===== src/rtl/matrix_frame_scheduler.sv =====
// Frame refresh sequencer for the 8x8 LED matrix serializer: one frame request per tick,
// glyph stepping after HOLD_FRAMES frames. Define FRAME_SCHED_BLINK_EN to blink fg_word.
module matrix_frame_scheduler #(
  parameter int unsigned GLYPHS      = 26,
  parameter int unsigned HOLD_FRAMES = 16,
  parameter int unsigned TICK_DIV    = 2000,
  parameter int unsigned TIMEOUT     = 8192,
  parameter logic [31:0] FG_WORD     = 32'hF00F0000,
  parameter logic [31:0] BG_WORD     = 32'hF0000000
) (
  input  logic        clk,
  input  logic        reset,
  input  logic        enable,
  input  logic        pause,
  input  logic        step,
  output logic        frame_start,
  input  logic        frame_done,
  output logic [4:0]  glyph_idx,
  output logic [31:0] fg_word,
  output logic [31:0] bg_word,
  output logic        busy,
  output logic        overrun,
  output logic        timeout_err
);

  localparam int unsigned TW = $clog2(TICK_DIV);
  localparam int unsigned OW = $clog2(TIMEOUT);
  localparam int unsigned HW = $clog2(HOLD_FRAMES + 1);
  localparam logic [TW-1:0] TICK_LAST  = TW'(TICK_DIV - 1);
  localparam logic [OW-1:0] TO_LAST    = OW'(TIMEOUT - 1);
  localparam logic [HW-1:0] HOLD_LAST  = HW'(HOLD_FRAMES - 1);
  localparam logic [4:0]    GLYPH_LAST = 5'(GLYPHS - 1);

  typedef enum logic [2:0] {
    S_IDLE,
    S_WAIT_TICK,
    S_START,
    S_BUSY,
    S_ADVANCE
  } state_t;

  state_t        r_state;
  state_t        w_next;
  logic [TW-1:0] r_tick_cnt;
  logic [OW-1:0] r_to_cnt;
  logic [HW-1:0] r_hold;
  logic [4:0]    r_glyph;
  logic          r_step;
  logic          r_abort;
  logic          r_overrun;
  logic          r_timeout;

  logic          w_tick;
  logic          w_to_expire;
  logic          w_step_any;
  logic          w_take;
  logic [HW-1:0] w_hold_nxt;
  logic [4:0]    w_glyph_nxt;

  assign w_tick      = enable && (r_tick_cnt == TICK_LAST);
  assign w_to_expire = (r_state == S_BUSY) && !frame_done && (r_to_cnt == TO_LAST);

  // State register
  always_ff @(posedge clk or posedge reset) begin
    if (reset) r_state <= S_IDLE;
    else       r_state <= w_next;
  end

  // Next-state logic
  always_comb begin
    w_next = r_state;
    unique case (r_state)
      S_IDLE:      if (enable) w_next = S_WAIT_TICK;
      S_WAIT_TICK: begin
        if (!enable)     w_next = S_IDLE;
        else if (w_tick) w_next = S_START;
      end
      S_START:     w_next = S_BUSY;
      S_BUSY:      if (frame_done || w_to_expire) w_next = S_ADVANCE;
      S_ADVANCE:   w_next = enable ? S_WAIT_TICK : S_IDLE;
      default:     w_next = S_IDLE;
    endcase
  end

  // Outputs decoded from state
  always_comb begin
    frame_start = (r_state == S_START);
    busy        = (r_state == S_START) || (r_state == S_BUSY);
  end

  // Aborted frames reach ADVANCE without touching hold, glyph or the step latch
  always_comb begin
    w_step_any  = r_step | step;
    w_take      = 1'b0;
    w_hold_nxt  = r_hold;
    w_glyph_nxt = r_glyph;
    if (r_state == S_ADVANCE && !r_abort) begin
      if (w_step_any || (!pause && r_hold == HOLD_LAST)) begin
        w_take      = 1'b1;
        w_hold_nxt  = '0;
        w_glyph_nxt = (r_glyph == GLYPH_LAST) ? '0 : r_glyph + 5'd1;
      end else if (!pause) begin
        w_hold_nxt = r_hold + HW'(1);
      end
    end
  end

  always_ff @(posedge clk or posedge reset) begin
    if (reset) begin
      r_tick_cnt <= '0;
      r_to_cnt   <= '0;
      r_hold     <= '0;
      r_glyph    <= '0;
      r_step     <= 1'b0;
      r_abort    <= 1'b0;
      r_overrun  <= 1'b0;
      r_timeout  <= 1'b0;
    end else begin
      if (!enable || r_tick_cnt == TICK_LAST) r_tick_cnt <= '0;
      else                                    r_tick_cnt <= r_tick_cnt + TW'(1);

      if (r_state == S_BUSY) r_to_cnt <= r_to_cnt + OW'(1);
      else                   r_to_cnt <= '0;

      r_abort <= w_to_expire;
      r_hold  <= w_hold_nxt;
      r_glyph <= w_glyph_nxt;

      if (w_take)    r_step <= 1'b0;
      else if (step) r_step <= 1'b1;

      if (w_tick && r_state != S_WAIT_TICK) r_overrun <= 1'b1;
      if (w_to_expire)                      r_timeout <= 1'b1;
    end
  end

`ifdef FRAME_SCHED_BLINK_EN
  logic [31:0] r_fg;
  always_ff @(posedge clk or posedge reset) begin
    if (reset)                    r_fg <= FG_WORD;
    else if (r_state == S_ADVANCE) r_fg <= w_hold_nxt[0] ? BG_WORD : FG_WORD;
  end
  assign fg_word = r_fg;
`else
  assign fg_word = FG_WORD;
`endif

  assign bg_word     = BG_WORD;
  assign glyph_idx   = r_glyph;
  assign overrun     = r_overrun;
  assign timeout_err = r_timeout;

endmodule


===== config.mk =====
export PLATFORM = sky130hd
export DESIGN_NAME = matrix_frame_scheduler
export DESIGN_NICKNAME = d
export VERILOG_FILES = /design/src/rtl/matrix_frame_scheduler.sv
export SDC_FILE = /design/constraint.sdc
export NUM_CORES = 1
export LEC_CHECK = 0
export BUFFER_PORTS_ARGS = -buffer_cell sky130_fd_sc_hd__buf_2
export CORE_UTILIZATION = 53
export CTS_BUF_LIST = sky130_fd_sc_hd__clkbuf_8
export DETAILED_ROUTE_END_ITERATION = 10
export PLACE_DENSITY = 0.83
export SKIP_LAST_GASP = 1
export SYNTH_ARGS = -nofsm -noshare
export SYNTH_HDL_FRONTEND = slang
export SYNTH_SLANG_ARGS = --single-unit
export TNS_END_PERCENT = 10

===== constraint.sdc =====
create_clock -name clk -period 2.1 [get_ports clk]
set_input_delay 0.105 -clock clk [delete_from_list [all_inputs] [get_ports clk]]
set_output_delay 0.105 -clock clk [all_outputs]
set_load 0.005 [all_outputs]

==> summary.txt <==
Outcome
  • Outcome: complete, but fails checks
  • Failing checks: DRC

STA
  • RSZ-0062 raised after global routing: no
  • Fmax: 0.5271 GHz
  • Worst Slack Setup Final: approximately 200 ps
  • Setup TNS: 0 ps
  • Final Skew: 8.325 ps
  • Final setup vio count: 0
  • Fin crit period: between 1500 and 2000 ps
  • Slew HR: 0.6359
  • Final Cycle Share: 0.9034
  • Pins Over Slew Limit: 0
  • Worst Max-Slew Pin Slew: 544.1 ps
  • Hold Violations, Final: 0

Floorplan
  • Die area: about 5000 um2
  • Die height: between 70 and 80 um
  • Die X: between 70 and 80 um
  • FP Rows: 24
  • Initial core utilization: 0.5602
  • Boundary Pins: slightly below 80
  • Core footprint: 4444 um2

Min path
  • Worst hold start: step
  • Hold-critical path endpoint: r_step
  • Worst hold path type: in -> reg
  • Hold path cells: 2

Power
  • Combinational power share: 0.080
  • Power per cell area: 581.2 nW/um2
  • Max VDD drop: a little over 400 uV
  • Int Pwr: 1.079 mW
  • Clock power frac: 0.335
  • Sequential power share: 0.585
  • Static Leak: around 1.2 nW
  • Tot Pwr: 1.440 mW
  • Sw Share: 0.2507
  • P_sw: between 0.3 and 0.4 mW

Clock network
  • Sink Count: 41
  • Clk pin slew, worst setup/hold paths: 80 ps
  • CTS Buffer Depth: 2
  • Cts repair resizes: 0
  • Num CTS Buffers: 5
  • Hold-fix buffers, CTS: 1
  • Post-CTS Setup Repair Bufs: 0
  • CTS tree: built
  • Worst skew pair latency: 290 ps
  • H-tree Lvls: 2
  • Clock Tree Root: clkbuf_8

GRT
  • Tot GR Track Use: 0.1576
  • Grt ovf: 0
  • Vias in the first global route: 1451
  • First-pass GRT wire length: 6.141 mm
  • Initial antenna violation count: 0
  • Largest net degree at the start of global routing: 42

Route
  • Vias: 1592
  • Drt first pass iters: 10
  • Drt via density: 4.824
  • Routed len/inst: 11.05 um
  • Initial drt markers: 78
  • WL final: 3.646 mm
  • DRC viols: 22
  • Detail Route Antenna Nets: 0

Critical path
  • CP cell instances: or4b_1 > a21oi_4 > nand2_2 > mux2_4
  • Highest net fanout along the worst path: 7
  • CP required: 2280 ps
  • Buf/Inv on CP: 0
  • CP delay by family, top: simple AND/OR/NAND/NOR gates
  • Critical Path Start Type: flop
  • Critical-path top delay cell: or4b_1
  • RR Endpoint: glyph_idx[2]
  • Crit. End Element: flop
  • Critical path type: reg -> reg
  • Reg2reg path depth: 4
  • Worst EP arrival: 2070 ps
  • R2R Setup Slk: a little over 200 ps
  • Critical R2R Launch: r_state[1]
  • Critical Path Max Stage Delay: 700 ps

Place
  • I/O Buffers: 14
  • Dpl hpwl: 2.672 mm
  • Setup WS pre-CTS: 214.0 ps
  • Routability congestion estimate: just under 0.8

Synth
  • Async S/R FF share, synth: 1.000
  • Top_reg_cell synth: dfrtp_1
  • Synth Cell Area: 2490 um2
  • Avg Cell Area, Syn: about 9.7 um2
  • Cells after Synth: 257
  • EDFF count, synth: 0
  • Yosys warns: 0
  • Synth cell types: about 50
  • Sequential fraction of the synthesis area: 0.4121
  • Synth Register Bits: around 40

Cells and area
  • Share of layout cells above drive strength 1: 0.1295
  • Area growth, synth to finish: -0.4521%
  • Antenna fix cells: 0
  • NumNets Final: 289

Job
  • Max Cap Violations: 0
## metrics by stage
stage	std cells	util	area [um2]	hold slack, ps
detailed placement	321	0.5369	2386	259.1
global placement	321	0.5369	2386	251.0
floorplan	319	-	2723	222.0
global route	330	0.5577	2479	82.87
finish	330	0.5577	2479	71.19
CTS	330	0.5577	2479	66.19
## state kept, by name, indices dropped and copies added (netlist names)
signal and cells:
r_to_cnt 13, r_tick_cnt 11, r_state 3, r_hold 5
r_step 1, r_abort 1, timeout_err 1, glyph_idx 5
overrun 1
## cell families (layout without fill, tap and decap cells)
family / Yosys count / after routing / share of synthesized area
flip-flops: 41 / 41 / 0.4121
multiplexers: 3 / 3 / 0.01507
buffers and inverters: 74 / 33 / 0.2090
other: 2 / 64 / 0.003016
adder cells (fa/ha/maj): 6 / 6 / 0.03015
XOR/XNOR: 19 / 19 / 0.06683
AO/OA/AOI/OAI: 23 / 23 / 0.06483
AND/OR/NAND/NOR: 89 / 89 / 0.1990
## power groups by stage
stage	clock network (mW)	registers, mW	logic [mW]
3_3_place_gp	0	0.855	0.110
4_1_cts	0.498	0.842	0.116
5_1_grt	0.537	0.845	0.136
2_1_floorplan	0	0.852	0.171
6_report	0.482	0.842	0.116
3_5_place_dp	0	0.858	0.114
## routing by layer
layer  global-route usage  up-vias  part of all wire
li1                     -      771                 -
met1               0.2028      757              0.46
met2               0.2578       59              0.47
met3              0.04558        5             0.057
met4              0.05333        0             0.012
met5                    0        -                 0
## layout make-up
cell class | count | area, um2
multi-input cells | 204 | 1176
flip-flops and latches | 41 | 1026
well taps | 52 | 65.06
repair buffers | 18 | 102.6
clock buffers | 5 | 68.82
inverters | 7 | 26.28
fillers | 402 | 1966
clock inverters | 3 | 13.76
## cell usage in the layout (no fill, tap or decap), types with 3 or more instances in the layout
cell,n
nor4_1,5
conb_1,64
nor2b_1,3
o21ai_0,9
dfrtp_1,41
or3_1,3
inv_1,8
nand2b_1,3
nand3_1,7
nor3_1,4
and3_1,4
xor2_1,7
clkbuf_8,5
nand4_1,5
nand2_1,12
buf_2,14
xnor2_1,12
nor2_1,28
ha_1,6
buf_4,3
## synthesized netlist by cell type (2+ instances only)
library cell  count  area (um2)
mux2_2            2       22.52
o21ai_0           9       45.04
nand3b_1          2       15.01
nor4_1            5       31.28
and3_1            4       25.02
buf_2             2       10.01
inv_1             7       26.28
nor3_1            4       20.02
nor2b_1           3       18.77
conb_1            2       7.510
ha_1              6       75.07
a21oi_1           2       10.01
nand4_1           5       31.28
xnor2_1          12       105.1
nor2_1           28       105.1
nand3_1           7       35.03
nand2b_1          3       18.77
buf_4            64       480.5
nand2_1          12       45.04
or3_1             3       18.77
xor2_1            7       61.31
dfrtp_1          41        1026
## worst max-delay path by stage
stage                      startpoint      endpoint  cells after the start
after floorplan           r_to_cnt[0]    r_state[0]                      5
after global placement     r_state[1]  glyph_idx[2]                      4
after detailed placement  r_to_cnt[0]    r_state[0]                      5
after CTS                  r_state[1]  glyph_idx[2]                      4
after global routing      r_to_cnt[0]    r_state[0]                      5
final                      r_state[1]  glyph_idx[2]                      4
Note: power is estimated with default switching activity, not from simulation.
